**config.mk**
```make
export PLATFORM = sky130hd
export DESIGN_NAME = addsub_arbiter
export DESIGN_NICKNAME = d
export VERILOG_FILES = /design/src/rtl/addsub_arbiter.sv
export SDC_FILE = /design/constraint.sdc
export NUM_CORES = 1
export LEC_CHECK = 0
export CELL_PAD_IN_SITES_DETAIL_PLACEMENT = 0
export CELL_PAD_IN_SITES_GLOBAL_PLACEMENT = 2
export CORE_AREA = 2 2 58 60
export CTS_BUF_LIST = sky130_fd_sc_hd__clkbuf_4
export CTS_CLUSTER_DIAMETER = 120
export DETAILED_ROUTE_END_ITERATION = 8
export DIE_AREA = 0 0 60 62
export GPL_TIMING_DRIVEN = 0
export PLACE_DENSITY_LB_ADDON = 0.1
export RECOVER_POWER = 50
export SLEW_MARGIN = 20
export SYNTH_ARGS = -nofsm -noshare
export SYNTH_HDL_FRONTEND = slang
export SYNTH_SLANG_ARGS = --single-unit
```
**constraint.sdc**
```tcl
create_clock -name clk -period 2.76 [get_ports clk]
set_input_delay 0.276 -clock clk [delete_from_list [all_inputs] [get_ports clk]]
set_output_delay 0.276 -clock clk [all_outputs]
set_load 0.02 [all_outputs]
```
**src/rtl/addsub_arbiter.sv**
```systemverilog
// Round-robin shares one WIDTH-bit add/subtract datapath between two valid/ready requesters.
// Results appear one cycle after acceptance; rsp_ready low holds the result and deasserts both readies.
module addsub_arbiter #(
  parameter int WIDTH = 4
) (
  input  logic             clk,
  input  logic             rst,
  input  logic             req0_valid,
  output logic             req0_ready,
  input  logic [WIDTH-1:0] req0_a,
  input  logic [WIDTH-1:0] req0_b,
  input  logic             req0_mode,
  input  logic             req1_valid,
  output logic             req1_ready,
  input  logic [WIDTH-1:0] req1_a,
  input  logic [WIDTH-1:0] req1_b,
  input  logic             req1_mode,
  output logic             rsp_valid,
  input  logic             rsp_ready,
  output logic             rsp_id,
  output logic [WIDTH-1:0] rsp_sum,
  output logic             rsp_carry
);

  typedef enum logic {EMPTY, FULL} state_t;

  state_t           state, state_next;
  logic             last_grant;
  logic             can_accept;
  logic             grant_vld;
  logic             grant_id;
  logic [WIDTH-1:0] sel_a, sel_b, b_eff;
  logic             sel_mode;
  logic [WIDTH:0]   full_sum;

  // Reset blocks every handshake, so a held result cannot be replaced while rst is high.
  assign can_accept = !rst && ((state == EMPTY) || rsp_ready);

  always_comb begin
    grant_vld = 1'b0;
    grant_id  = 1'b0;
    if (can_accept) begin
      unique case ({req1_valid, req0_valid})
        2'b01: begin grant_vld = 1'b1; grant_id = 1'b0;        end
        2'b10: begin grant_vld = 1'b1; grant_id = 1'b1;        end
        2'b11: begin grant_vld = 1'b1; grant_id = ~last_grant; end
        default: ;
      endcase
    end
  end

  assign req0_ready = grant_vld && !grant_id;
  assign req1_ready = grant_vld &&  grant_id;

  assign sel_a    = grant_id ? req1_a    : req0_a;
  assign sel_b    = grant_id ? req1_b    : req0_b;
  assign sel_mode = grant_id ? req1_mode : req0_mode;

  // Subtract as A + ~B + 1, so carry=1 means no borrow.
  assign b_eff    = sel_b ^ {WIDTH{sel_mode}};
  assign full_sum = {1'b0, sel_a} + {1'b0, b_eff} + {{WIDTH{1'b0}}, sel_mode};

  always_ff @(posedge clk) begin
    if (rst) state <= EMPTY;
    else     state <= state_next;
  end

  always_comb begin
    state_next = state;
    if (grant_vld)
      state_next = FULL;
    else if ((state == FULL) && rsp_ready)
      state_next = EMPTY;
  end

  always_ff @(posedge clk) begin
    if (rst) begin
      rsp_id     <= 1'b0;
      rsp_sum    <= '0;
      rsp_carry  <= 1'b0;
      last_grant <= 1'b1;
    end else if (grant_vld) begin
      rsp_id     <= grant_id;
      rsp_sum    <= full_sum[WIDTH-1:0];
      rsp_carry  <= full_sum[WIDTH];
      last_grant <= grant_id;
    end
  end

  assign rsp_valid = (state == FULL);

endmodule
```
=== Word-level counts from Yosys, hierarchy flattened ===
Cells that the tools add are included.

* Flip-flop bits (word level): 8
* Latch bits: 0
* Memory bits (writable): 0
* ROM bits: 0
* Bits of input ports: 23
* Output and inout bits: 9
* Memories: 0

* Add/sub/neg operators: 2
* $mul: 0
* Divide/modulo/power cells: 0
* $lt $le $gt $ge: 0
* Equal/unequal tests: 3
* Shift operators: 0
* Muxes and demuxes: 9
* Bitwise logic cells: 3
* Reductions and logical operators: 9

{| class="wikitable"
|+ Operators with widths
! cell !! count
|-
| 4-bit 2-to-1 mux || 2
|-
| 1-bit 2-to-1 mux || 6
|-
| 4-bit by 4-bit adder with 5-bit output || 1
|-
| 5-bit by 1-bit adder with 5-bit output || 1
|-
| 2-bit equality test, second input constant || 2
|-
| 1-bit logical AND || 4
|-
| 4-bit XOR || 1
|-
| 3-bit OR reduction || 1
|-
| 2-bit by 1-bit equality test with 1-bit output, second input constant || 1
|-
| 1-bit zero test || 2
|-
| 1-bit inverter || 2
|-
| 1-bit one-hot mux with 2 select lines || 1
|-
| 2-bit nonzero test || 1
|-
| 1-bit logical OR || 1
|}

=== Longest topological paths before layout ===
* Word-level depth: 8
* Mapped depth: 11
* Gate-level depth less buffers: 10

=== Least setup slack after synthesis ===
OpenSTA, ideal clock, no wires.

* Kind: flip-flop to flip-flop
* Start point: reg state (netlist: rsp_valid)
* End point: reg rsp_sum[3]
* Arrival time: 2.273 ns
* Required time: 2.630 ns
* Slack: 0.356 ns
* Cell stages (with the launch flop): 11
* Buffers on the path: 1
* Period minus slack after synthesis: 2.404 ns
* Cell sequence: dfxtp_1 -> nor2b_1 -> a2111oi_4 -> buf_2 -> o21ai_0 -> ha_1 -> nand2_1 -> nor2_1 -> mux2i_1 -> mux2i_1 -> o311ai_1

* Longest elaborated chain between the ends: 8
* Elaborated cells on any way between the ends: 11
* Those cells by class: add/sub (2); mux (5); bitwise (2); reduce/logical (2)

{| class="wikitable"
|+ Ends and longest elaborated chain
! item !! line !! text
|-
| start, declared || 27 || <nowiki>state_t state, state_next;</nowiki>
|-
| start signal, assigned || 65 || <nowiki>else state <= state_next;</nowiki>
|-
| 1-bit inverter (*) || 37 || <nowiki>assign can_accept = !rst && ((state == EMPTY) || rsp_ready);</nowiki>
|-
| 1-bit logical OR (*) || 37 ||
|-
| 1-bit logical AND (*) || 37 ||
|-
| 1-bit 2-to-1 mux || 42 || <nowiki>if (can_accept) begin</nowiki>
|-
| 4-bit 2-to-1 mux / 1-bit 2-to-1 mux (equally long branches) || 56, 57 ||
|-
| 4-bit XOR || 60 || <nowiki>assign b_eff = sel_b ^ {WIDTH{sel_mode}};</nowiki>
|-
| 4-bit by 4-bit adder with 5-bit output || 61 || <nowiki>assign full_sum = {1'b0, sel_a} + {1'b0, b_eff} + {{WIDTH{1'b0}}, sel_mode};</nowiki>
|-
| 5-bit by 1-bit adder with 5-bit output || 61 ||
|-
| end signal, assigned || 84 || <nowiki>rsp_sum <= full_sum[WIDTH-1:0];</nowiki>
|-
| end, declared || 21 || <nowiki>output logic [WIDTH-1:0] rsp_sum,</nowiki>
|}

Mark *: on every way between the ends. The rest lies on a longest branch, timed or not.
A chain may end at the register's enable or synchronous reset.

=== Worst setup path in the final report ===
* Start point: in req0_valid
* End point: reg rsp_sum[3]

* Longest elaborated chain between the ends: 7
* Elaborated cells on any way between the ends: 14
* Those cells by class: add/sub (2); eq/ne (3); mux (7); bitwise (1); reduce/logical (1)

{| class="wikitable"
|+ Ends and longest elaborated chain
! item !! line !! text
|-
| start, declared || 8 || <nowiki>input logic req0_valid,</nowiki>
|-
| 2-bit equality test || 43 || <nowiki>unique case ({req1_valid, req0_valid})</nowiki>
|-
| 1-bit one-hot mux with 2 select lines || 43 ||
|-
| 1-bit 2-to-1 mux || 42 ||
|-
| 4-bit 2-to-1 mux / 1-bit 2-to-1 mux (equally long branches) || 56, 57 ||
|-
| 4-bit XOR || 60 ||
|-
| 4-bit by 4-bit adder with 5-bit output || 61 ||
|-
| 5-bit by 1-bit adder with 5-bit output || 61 ||
|}

Parallel ways exist; a longest one is shown, timed or not.

==> flow_summary.html <==
<table>
<tr><th>Metric</th><th>Value</th></tr>
<tr><th colspan="2">Status</th></tr>
<tr><td>Status</td><td>complete, no violations</td></tr>
<tr><th colspan="2">Floorplanning</th></tr>
<tr><td>Effective utilization at floorplan</td><td>0.1983</td></tr>
<tr><td>Die Height</td><td>62 um</td></tr>
<tr><td>Width of the die</td><td>60 um</td></tr>
<tr><td>Core outline area</td><td>3179 um2</td></tr>
<tr><td>Number of rows in the core area</td><td>21</td></tr>
<tr><td>IO Count</td><td>32</td></tr>
<tr><td>Die footprint</td><td>3720 um2</td></tr>
<tr><th colspan="2">Critical path</th></tr>
<tr><td>Nature of the critical path endpoint</td><td>flip-flop</td></tr>
<tr><td>Worst path max stage delay</td><td>480 ps</td></tr>
<tr><td>Reg2Reg Depth</td><td>10</td></tr>
<tr><td>Endpoint arrival time on the critical path</td><td>2710 ps</td></tr>
<tr><td>Register-to-register setup slack</td><td>380 ps</td></tr>
<tr><td>Endpoint required time on the critical path</td><td>2890 ps</td></tr>
<tr><td>Path length in cells of the critical path</td><td>10</td></tr>
<tr><td>Endpoint of the worst register-to-register path</td><td>rsp_sum[3]</td></tr>
<tr><td>Origin of the critical flop-to-flop path</td><td>rsp_valid</td></tr>
<tr><td>Largest delay contributor family on the critical path</td><td>multiplexers</td></tr>
<tr><td>CP cell instances</td><td>clkdlybuf4s50_1 &gt; a2111oi_4 &gt; buf_4 &gt; mux2_2 &gt; ha_1 &gt; nand2_1 &gt; nor2_1 &gt; mux2i_1 &gt; mux2i_1 &gt; o311ai_1</td></tr>
<tr><td>Critical Path Start</td><td>req0_valid</td></tr>
<tr><td>Peak fanout along the critical path</td><td>4</td></tr>
<tr><td>Buf/Inv on CP</td><td>2</td></tr>
<tr><td>Slowest stage cell on the critical path</td><td>sky130_fd_sc_hd__clkdlybuf4s50_1</td></tr>
<tr><td>Kind of launch point of the worst setup path</td><td>input port</td></tr>
<tr><td>Cell seen most often among critical-path stages</td><td>sky130_fd_sc_hd__mux2i_1</td></tr>
<tr><td>Setup Crit Path Kind</td><td>input port to flip-flop</td></tr>
<tr><th colspan="2">CTS</th></tr>
<tr><td>Clock-pin transition on the worst setup and hold timing paths</td><td>60 ps</td></tr>
<tr><td>Total clock buffers created by CTS</td><td>3</td></tr>
<tr><td>Worst-Skew Late Latency</td><td>250 ps</td></tr>
<tr><td>Clock sink total</td><td>8</td></tr>
<tr><td>Library cell used as clock root buffer</td><td>sky130_fd_sc_hd__clkbuf_4</td></tr>
<tr><td>Number of levels the H-tree was split into</td><td>1</td></tr>
<tr><td>Clock Path Buffers</td><td>2</td></tr>
<tr><td>Clock tree from TritonCTS</td><td>built</td></tr>
<tr><th colspan="2">GRT</th></tr>
<tr><td>GRT Total Usage</td><td>0.09232</td></tr>
<tr><td>Number of antenna violations at the first check in global routing</td><td>0</td></tr>
<tr><td>Global-route wire length before repair</td><td>2.490 mm</td></tr>
<tr><td>Remaining Overflow, GRT</td><td>0</td></tr>
<tr><td>Largest net degree at the start of global routing</td><td>11</td></tr>
<tr><td>Number of global-route vias before repair</td><td>543</td></tr>
<tr><th colspan="2">STA</th></tr>
<tr><td>Slack of the critical path</td><td>180.1 ps</td></tr>
<tr><td>Max-slew headroom</td><td>0.7703</td></tr>
<tr><td>Maximum achievable frequency</td><td>387.6 MHz</td></tr>
<tr><td>Pins Over Slew Limit</td><td>0</td></tr>
<tr><td>Hold Vio Cnt, Final</td><td>0</td></tr>
<tr><td>Slew of the pin with the lowest slew margin</td><td>343.8 ps</td></tr>
<tr><td>Worst Clk Skew</td><td>0.6531 ps</td></tr>
<tr><td>Final total negative setup slack</td><td>0 ps</td></tr>
<tr><td>Minimum clock period</td><td>2580 ps</td></tr>
<tr><td>Setup violation total in the final timing report</td><td>0</td></tr>
<tr><td>Share of the clock period used by the worst path after layout</td><td>0.9347</td></tr>
<tr><td>Unrepaired setup endpoints after global routing</td><td>false</td></tr>
<tr><td>Worst hold slack after final layout</td><td>333.7 ps</td></tr>
<tr><th colspan="2">Power</th></tr>
<tr><td>Sw Share</td><td>0.3285</td></tr>
<tr><td>Int Power</td><td>0.0002735 W</td></tr>
<tr><td>Net Sw Power</td><td>0.0001338 W</td></tr>
<tr><td>Logic pwr share</td><td>0.440</td></tr>
<tr><td>Power density relative to cell area</td><td>393.7 nW/um2</td></tr>
<tr><td>Static Leak</td><td>0.4284 nW</td></tr>
<tr><td>Clock power frac</td><td>0.225</td></tr>
<tr><td>Sequential fraction of design power</td><td>0.335</td></tr>
<tr><td>Peak supply drop</td><td>0.08622 mV</td></tr>
<tr><th colspan="2">Logic synthesis</th></tr>
<tr><td>Netlist area before placement</td><td>630.6 um2</td></tr>
<tr><td>Number of unique standard cell types used by synthesis</td><td>23</td></tr>
<tr><td>Cell count after synthesis</td><td>77</td></tr>
<tr><td>Share of the yosys chip area belonging to registers</td><td>0.2540</td></tr>
<tr><td>Mean Syn Cell Area</td><td>8.190 um2</td></tr>
<tr><td>Yosys warnings</td><td>0</td></tr>
<tr><td>Flops &amp; latches, synth</td><td>8</td></tr>
<tr><td>Synth Net Count</td><td>104</td></tr>
<tr><th colspan="2">Placement</th></tr>
<tr><td>GP Congestion</td><td>0.6859</td></tr>
<tr><td>Post-detailed-placement half-perimeter wirelength</td><td>1.263 mm</td></tr>
<tr><td>Dpl cells</td><td>153</td></tr>
<tr><td>Number of buffers added on ports</td><td>30</td></tr>
<tr><td>Standard cell area after detailed placement</td><td>988.4 um2</td></tr>
<tr><td>Post-place setup slack</td><td>-445.0 ps</td></tr>
<tr><th colspan="2">Layout</th></tr>
<tr><td>Non-Filler Cell Area, Final</td><td>1035 um2</td></tr>
<tr><td>Net total in the final layout</td><td>142</td></tr>
<tr><td>Fillcell total</td><td>353</td></tr>
<tr><td>Layout cells sized above 1</td><td>0.1327</td></tr>
<tr><td>Finished Layout Cells</td><td>159</td></tr>
<tr><td>Multi-input gate area</td><td>437.9 um2</td></tr>
<tr><td>Ant diodes</td><td>0</td></tr>
<tr><td>Synthesis-to-finish area growth</td><td>64.09%</td></tr>
<tr><td>Area taken by flip-flops and latches</td><td>160.2 um2</td></tr>
<tr><th colspan="2">Route</th></tr>
<tr><td>WL/cell</td><td>9.717 um</td></tr>
<tr><td>Final Routed Wirelength</td><td>1.545 mm</td></tr>
<tr><td>Detail Route Antenna Nets</td><td>0</td></tr>
<tr><td>Detailed-routing iteration count for the pre-antenna-repair pass</td><td>2</td></tr>
<tr><td>Via Count</td><td>624</td></tr>
<tr><td># DRC</td><td>0</td></tr>
<tr><td>Vias per Instance</td><td>3.925</td></tr>
<tr><td>Drt first-iter violations</td><td>18</td></tr>
<tr><th colspan="2">Hold path</th></tr>
<tr><td>End point of the most critical hold path</td><td>rsp_valid</td></tr>
<tr><td>Worst Min Path Start</td><td>rst</td></tr>
<tr><td>Class of the most critical hold timing path</td><td>input port to flip-flop</td></tr>
<tr><td>Hold Crit Depth</td><td>2</td></tr>
<tr><th colspan="2">Run</th></tr>
<tr><td>Max-cap check violation count</td><td>0</td></tr>
</table>
==> synthesized netlist by cell type (all sizes together) <==
library cell,n,area share
a21o,1,0.012
ha,3,0.060
mux2i,3,0.048
inv,4,0.024
fa,1,0.032
nor2,12,0.071
a21oi,6,0.048
dfxtp,8,0.25
xnor2,4,0.056
buf,2,0.016
nor3,1,0.0079
mux2,4,0.071
o311ai,1,0.014
xor2,5,0.069
nand2,6,0.036
nand3b,3,0.036
or3,1,0.0099
o21ai,6,0.048
nor2b,2,0.020
a2111oi,1,0.044
a211o,1,0.014
clkbuf,2,0.012
==> what timing repair did <==
item | CTS | global route
buffers inserted | 3 | 0
endpoints found under the setup margin | 3 | 1
gates resized for setup | 0 | 2
hold buffers | 0 | 0
pin swaps | 1 | 0
==> state kept, by name, indices dropped and copies added (netlist names) <==
signal	cells
last_grant	1
rsp_carry	1
rsp_id	1
rsp_sum	4
rsp_valid	1
==> worst register-to-register path, stage by stage (launching register included) <==
cell and delay [ps]:
sky130_fd_sc_hd__dfxtp_1 300, sky130_fd_sc_hd__nor2b_1 170, sky130_fd_sc_hd__a2111oi_4 230, sky130_fd_sc_hd__buf_4 200
sky130_fd_sc_hd__mux2_2 340, sky130_fd_sc_hd__ha_1 350, sky130_fd_sc_hd__nand2_1 110, sky130_fd_sc_hd__nor2_1 40
sky130_fd_sc_hd__mux2i_1 200, sky130_fd_sc_hd__mux2i_1 210, sky130_fd_sc_hd__o311ai_1 110
==> cell families (layout without fill, tap and decap cells) <==
kind of cell / Yosys count / count (layout) / synth area share
xor+xnor: 9 / 9 / 0.1250
simple gates: 25 / 25 / 0.1805
mux: 7 / 7 / 0.1190
flops: 8 / 8 / 0.2540
fa+ha+maj: 4 / 4 / 0.09128
compound gates: 16 / 16 / 0.1786
buf+inv: 8 / 44 / 0.05159
==> cell type report <==
cell class              count  share of cell area
plain buffers               4             0.01814
clock buffers               3             0.02177
inverters                   4             0.01451
multi-input cells          61              0.4232
flip-flops and latches      8              0.1548
well taps                  46             0.05562
repair buffers             33              0.3120
==> through the flow <==
stage / utilization / power (W)
after floorplan: - / 0.0002421
after global placement: 0.3109 / 0.0003221
after detailed placement: 0.3109 / 0.0003226
after CTS: 0.3251 / 0.0004201
after global routing: 0.3255 / 0.0004405
final: 0.3255 / 0.0004074
==> metal layers <==
layer  vias to the layer above  share of wire  global-route usage
met2                        23           0.44              0.1491
met4                         0          0.017             0.06667
met5                         -              0                   0
met3                         2          0.076             0.01035
li1                        337              -                   -
met1                       262           0.46              0.1141
==> worst max-delay path by stage <==
| stage | endpoint | slack (ps) |
|---|---|---|
| finish | rsp_sum[3] | 180 |
| global placement | rsp_sum[3] | -480 |
| floorplan | rsp_sum[3] | 360 |
| CTS | req0_ready | 120 |
| detailed placement | rsp_sum[3] | -450 |
| global route | rsp_sum[3] | 30 |
==> cells in the final DEF (no fill, tap or decap), types with 2 or more instances in the layout <==
master,synthesis,routed
sky130_fd_sc_hd__clkdlybuf4s50_1,0,23
sky130_fd_sc_hd__nor2_1,12,12
sky130_fd_sc_hd__dfxtp_1,8,8
sky130_fd_sc_hd__dlygate4sd3_1,0,7
sky130_fd_sc_hd__nand2_1,6,6
sky130_fd_sc_hd__o21ai_0,6,6
sky130_fd_sc_hd__a21oi_1,6,6
sky130_fd_sc_hd__xor2_1,5,5
sky130_fd_sc_hd__xnor2_1,4,4
sky130_fd_sc_hd__mux2_2,4,4
sky130_fd_sc_hd__mux2i_1,3,3
sky130_fd_sc_hd__inv_1,3,3
sky130_fd_sc_hd__nand3b_1,3,3
sky130_fd_sc_hd__ha_1,3,3
sky130_fd_sc_hd__clkbuf_4,0,3
sky130_fd_sc_hd__buf_4,0,3
sky130_fd_sc_hd__buf_2,2,2
sky130_fd_sc_hd__nor2b_1,2,2
==> power groups by stage <==
stage / Sequential [W] / Combinational, W / Clock, W
after floorplan: 0.000155 / 0.0000873 / 0
after global placement: 0.000139 / 0.000183 / 0
after detailed placement: 0.000140 / 0.000183 / 0
after CTS: 0.000137 / 0.000187 / 0.0000960
after global routing: 0.000138 / 0.000200 / 0.000102
final: 0.000136 / 0.000179 / 0.0000917
(Power assumes the default switching activity.)
